===== src/rtl/tug_match_controller.sv =====
// tug_match_controller: match sequencer and pull arbiter for the tug-of-war game,
// turning button edges into single-cycle rope move strobes and tracking scores.
module tug_match_controller #(
  parameter int TICK_DIV     = 100_000_000,
  parameter int COOLDOWN_CYC = 5_000_000,
  parameter int COUNT_START  = 3,
  parameter int HOLD_TICKS   = 2,
  parameter int WIN_SCORE    = 3,
  parameter int LEFT_LIMIT   = 0,
  parameter int RIGHT_LIMIT  = 640
) (
  input  logic       clk_100mhz,
  input  logic       reset,
  input  logic       start_btn,
  input  logic       p1_btn,
  input  logic       p2_btn,
  input  logic [9:0] rope_pos_x,
  output logic       move_left,
  output logic       move_right,
  output logic       pos_reset,
  output logic [2:0] state,
  output logic [1:0] countdown,
  output logic [1:0] p1_score,
  output logic [1:0] p2_score,
  output logic [1:0] winner
);
  localparam int TW = $clog2(TICK_DIV + 1);
  localparam int CW = $clog2(COOLDOWN_CYC + 1);
  localparam int HW = $clog2(HOLD_TICKS + 1);
  typedef enum logic [2:0] {IDLE, COUNTDOWN, PLAY, ROUND_END, MATCH_END} state_t;
  state_t st;
  logic start_q, p1_q, p2_q;
  logic [TW-1:0] tick_cnt;
  logic [CW-1:0] p1_cd, p2_cd;
  logic [HW-1:0] hold;
  logic start_ev, p1_acc, p2_acc, tick, left_hit, right_hit, timing;
  assign start_ev  = start_btn & ~start_q;
  assign p1_acc    = p1_btn & ~p1_q & (p1_cd == '0);
  assign p2_acc    = p2_btn & ~p2_q & (p2_cd == '0);
  assign tick      = tick_cnt == TW'(TICK_DIV - 1);
  assign timing    = (st == COUNTDOWN) || (st == ROUND_END);
  assign left_hit  = rope_pos_x <= 10'(LEFT_LIMIT);
  assign right_hit = rope_pos_x >= 10'(RIGHT_LIMIT);
  assign state     = st;
  always_ff @(posedge clk_100mhz or posedge reset) begin
    if (reset) begin
      st         <= IDLE;
      start_q    <= 1'b0;
      p1_q       <= 1'b0;
      p2_q       <= 1'b0;
      tick_cnt   <= '0;
      p1_cd      <= '0;
      p2_cd      <= '0;
      hold       <= '0;
      move_left  <= 1'b0;
      move_right <= 1'b0;
      pos_reset  <= 1'b0;
      countdown  <= 2'd0;
      p1_score   <= 2'd0;
      p2_score   <= 2'd0;
      winner     <= 2'b00;
    end else begin
      start_q    <= start_btn;
      p1_q       <= p1_btn;
      p2_q       <= p2_btn;
      move_left  <= 1'b0;
      move_right <= 1'b0;
      pos_reset  <= 1'b0;
      // Tick counter restarts on every state change since all timed exits happen on a tick
      tick_cnt   <= (timing && !tick) ? tick_cnt + TW'(1) : '0;
      p1_cd      <= (p1_cd != '0) ? p1_cd - CW'(1) : '0;
      p2_cd      <= (p2_cd != '0) ? p2_cd - CW'(1) : '0;
      case (st)
        IDLE: if (start_ev) begin
          st        <= COUNTDOWN;
          countdown <= 2'(COUNT_START);
          pos_reset <= 1'b1;
        end
        COUNTDOWN: begin
          p1_cd <= '0;
          p2_cd <= '0;
          if (tick) begin
            countdown <= countdown - 2'd1;
            if (countdown == 2'd1) st <= PLAY;
          end
        end
        PLAY: if (left_hit) begin
          p1_score <= (p1_score == 2'(WIN_SCORE)) ? p1_score : p1_score + 2'd1;
          hold     <= HW'(HOLD_TICKS);
          st       <= ROUND_END;
        end else if (right_hit) begin
          p2_score <= (p2_score == 2'(WIN_SCORE)) ? p2_score : p2_score + 2'd1;
          hold     <= HW'(HOLD_TICKS);
          st       <= ROUND_END;
        end else begin
          if (p1_acc) p1_cd <= CW'(COOLDOWN_CYC);
          if (p2_acc) p2_cd <= CW'(COOLDOWN_CYC);
          move_left  <= p1_acc & ~p2_acc;
          move_right <= p2_acc & ~p1_acc;
        end
        ROUND_END: if (p1_score == 2'(WIN_SCORE)) begin
          st     <= MATCH_END;
          winner <= 2'b01;
        end else if (p2_score == 2'(WIN_SCORE)) begin
          st     <= MATCH_END;
          winner <= 2'b10;
        end else if (tick) begin
          hold <= hold - HW'(1);
          if (hold == HW'(1)) begin
            st        <= COUNTDOWN;
            countdown <= 2'(COUNT_START);
            pos_reset <= 1'b1;
          end
        end
        MATCH_END: if (start_ev) begin
          p1_score  <= 2'd0;
          p2_score  <= 2'd0;
          winner    <= 2'b00;
          st        <= COUNTDOWN;
          countdown <= 2'(COUNT_START);
          pos_reset <= 1'b1;
        end
        default: st <= IDLE;
      endcase
    end
  end
endmodule


===== config.mk =====
export PLATFORM = sky130hd
export DESIGN_NAME = tug_match_controller
export DESIGN_NICKNAME = d
export VERILOG_FILES = /design/src/rtl/tug_match_controller.sv
export SDC_FILE = /design/constraint.sdc
export NUM_CORES = 1
export LEC_CHECK = 0
export BUFFER_PORTS_ARGS = -buffer_cell sky130_fd_sc_hd__clkbuf_2
export CAP_MARGIN = 20
export CORE_MARGIN = 3
export CORE_UTILIZATION = 60
export DETAILED_ROUTE_END_ITERATION = 8
export GPL_ROUTABILITY_DRIVEN = 0
export PLACE_DENSITY = 0.79
export SLEW_MARGIN = 20
export SYNTH_ARGS = -nofsm -noshare
export SYNTH_HDL_FRONTEND = slang
export SYNTH_SLANG_ARGS = --single-unit

===== constraint.sdc =====
create_clock -name clk_100mhz -period 3.11 [get_ports clk_100mhz]
set_input_delay 0.1555 -clock clk_100mhz [delete_from_list [all_inputs] [get_ports clk_100mhz]]
set_output_delay 0.1555 -clock clk_100mhz [all_outputs]
set_load 0.1 [all_outputs]

==> summary.md <==
| Metric | Value |
|---|---|
| Max Freq | 0.3904 GHz |
| Worst vdd ir | 0.3552 mV |
| TritonCTS Buffers | 9 |
| Ys Warns | 0 |
| Synth async-reset ratio | 100.0% |
| Synth cell types | 51 |
| Max-slew headroom | 45.73% |
| DR vias | 3416 |
| Post-route ant nets | 0 |
| Drt total wl | 8519 um |
| Unrepaired setup endpoints after global routing | no |
| Post-Route Utilization | 69.77% |
| Slew @ Worst Pin | 0.8066 ns |
| Post-Syn Area per Cell | 9.809 um^2 |
| DP Area | 4857 um^2 |
| FF+latch count, synth | 92 |
| Fin. Hold Viols | 0 |
| Synthesized Nets | 492 |
| Clock Latency Late Sink | 0.35 ns |
| WL/cell | 14.01 um |
| Initial antenna violation count | 0 |
| Pwr dens | 415.2 nW/um^2 |
| Layout Skew | 0.01017 ns |
| Final setup fails | 0 |
| Final max-slew violation count | 0 |
| Fin Setup TNS | 0 ns |
| First-pass DRT Iterations | 4 |
| Placed insts | 588 |
| Port bufs | 28 |
| GRT overflow | 0 |
| Number of enable flip-flop cells after synthesis | 0 |
| CP max FO | 23 |
| Largest net degree at the start of global routing | 93 |
| Die height | 93.47 um |
| Antenna Cells | 0 |
| Share of layout cells above drive strength 1 | 11.39% |
| Site Rows | 31 |
| Post-Layout Cell Count | 608 |
| DIE AREA | 8737 um^2 |
| Worst Setup Start Kind | register |
| Clock sink count | 92 |
| CP Capture Type | register |
| Total GRT Usage | 21.65% |
| Leak | 2.604 nW |
| Cell Area, Synth | 4591 um^2 |
| Die span in x | 93.47 um |
| First-pass GRT wire length | 15230 um |
| Vias/cell | 5.618 |
| CTS tree | yes |
| Worst-path clk slew | 0.08 ns |
| Worst hold path class | in2reg |
| Status | finished, final reports clean |
| DRC Markers | 0 |
| Post-CTS Repair Setup Buffers | 0 |
| Placeable Area | 7331 um^2 |
| Max clock buf depth | 2 |
| # IOs | 29 |
| Most used DFF post-synth | dfrtp_1 |
| HPWL Detailed | 5795 um |
| Htree depth | 3 |
| CP Class | reg2reg |
| Worst EP required | 3.31 ns |
| Clock root buffer | clkbuf_8 |
| Nets | 528 |
| DRT iter0 DRCs | 128 |
| Initial Utilization | 62.62% |
| Maxcap violations | 0 |
| Via count of the first global-routing pass | 3341 |
| Area grow syn2layout | 11.42% |
| Tcrit/Tclk final | 82.36% |
| Final instance area | 5115 um^2 |
| Cells after Synth | 468 |
| Crit path time final | 2.561 ns |
| Register area share after synthesis | 50.15% |
| Arrival time worst endpoint | 2.76 ns |
metal layers:
layer  up-vias  GRT usage (%)  wire, um
met3        13          2.655       246
met1      1663          29.10      3969
met5         -              0         0
li1       1689              -         -
met2        51          35.91      4150
met4         0          8.303       153
registers in the layout (all words and copies together), names as in the netlist:
| name | cells |
|---|---|
| move_right | 1 |
| hold | 2 |
| p1_q | 1 |
| p2_score | 2 |
| pos_reset | 1 |
| p2_q | 1 |
| start_q | 1 |
| tick_cnt | 27 |
| winner | 2 |
| p1_score | 2 |
| p2_cd | 23 |
| state | 3 |
| countdown | 2 |
| p1_cd | 23 |
| move_left | 1 |
what timing repair did:
action,in CTS,in global routing
endpoints found under the hold margin,95,0
resized for setup,0,0
hold buffers,4,0
worst paths after layout:
check                           slack (ns)                      end  depth (start not counted)                start
worst min register to register        0.46       p2_cd[0]$_DFF_PP0_                          1   p2_cd[0]$_DFF_PP0_
worst max-delay path                  0.55       p2_cd[8]$_DFF_PP0_                          5  p2_cd[10]$_DFF_PP0_
worst max register to register        0.55       p2_cd[8]$_DFF_PP0_                          5  p2_cd[10]$_DFF_PP0_
max in group asynchronous             2.29     state[0]$_DFFE_PP0P_                          4                reset
worst min-delay path                  0.22  p1_score[0]$_DFFE_PP0P_                          4        rope_pos_x[4]
min in group asynchronous             0.45      p2_cd[16]$_DFF_PP0_                          4                reset
where the power goes:
| group | total [W] | internal, W | switching [W] |
|---|---|---|---|
| logic | 0.0000529 | 0.0000167 | 0.0000362 |
| clock network | 0.000872 | 0.000474 | 0.000397 |
| registers | 0.00120 | 0.00120 | 0.00000149 |
| total | 0.00212 | 0.00169 | 0.000435 |
cells in the final DEF (no fill, tap or decap), drive strengths merged, types with 3 or more instances in the layout:
master       instances
nor3b                3
nand2b               9
clkbuf              40
buf                  6
or4                  8
nor4b                5
nand2               31
xor2                33
dlygate4sd3          4
inv                 12
a21oi               12
or3                  4
nand3               17
and2                 4
ha                   9
xnor2               29
nor3                18
nor2b                5
nor4                15
o21ai               25
nor2                81
nand4               10
nand4b               4
nand3b               3
dfrtp               92
through the flow:
stage          worst slack (ns)  total power (W)  hold slack, ns
2_1_floorplan            0.5625         0.001251          0.1869
5_1_grt                  0.2942         0.002195          0.2588
3_3_place_gp             0.6726         0.001273          0.2826
4_1_cts                  0.5421         0.002145          0.2023
3_5_place_dp             0.5546         0.001274          0.2886
6_report                 0.5486         0.002124          0.2168
worst max-delay path, stage by stage (launching register included):
cell and delay [ns]:
dfrtp_1 0.42, or4_4 0.56, nor4_4 0.44, nand4_2 0.19, nand2_1 0.57, o21ai_0 0.21
cell usage after synthesis, types with 3 or more instances:
library cell	count	area, um^2
inv_1	13	48.80
and2_1	3	18.77
nor2_1	81	304.0
buf_2	3	15.01
nand2b_1	9	56.30
nand4_1	9	56.30
nor2b_1	5	31.28
nand4b_1	4	35.03
a21oi_1	12	60.06
or3_1	4	25.02
or4_1	7	52.55
o21ai_0	24	120.1
xnor2_1	29	254.0
nor3b_1	3	22.52
nand3b_1	3	22.52
nand3_1	17	85.08
ha_1	9	112.6
nor4_1	12	75.07
xor2_1	33	289.0
nor4b_1	5	43.79
nand2_1	31	116.4
clkbuf_1	9	33.78
nor3_1	18	90.09
dfrtp_1	92	2302
logic make-up (layout without fill, tap and decap cells):
| logic type | count (synthesis) | in the layout | synth area share (%) |
|---|---|---|---|
| buffers and inverters | 26 | 67 | 2.289 |
| adder cells (fa/ha/maj) | 9 | 9 | 2.453 |
| multiplexers | 1 | 1 | 0.2181 |
| AND/OR/NAND/NOR | 225 | 225 | 26.00 |
| flip-flops | 92 | 92 | 50.15 |
| XOR/XNOR | 62 | 62 | 11.83 |
| AO/OA/AOI/OAI | 53 | 53 | 7.059 |
cell type report:
class | instances | area, um^2
Sequential cell | 92 | 2302
Multi-Input combinational cell | 350 | 2183
Fill cell | 562 | 2216
Clock buffer | 12 | 145.1
Clock inverter | 4 | 72.57
Inverter | 13 | 50.05
Timing Repair Buffer | 38 | 237.7
Tap cell | 99 | 123.9
No activity file was read; power rests on OpenSTA's default activity.
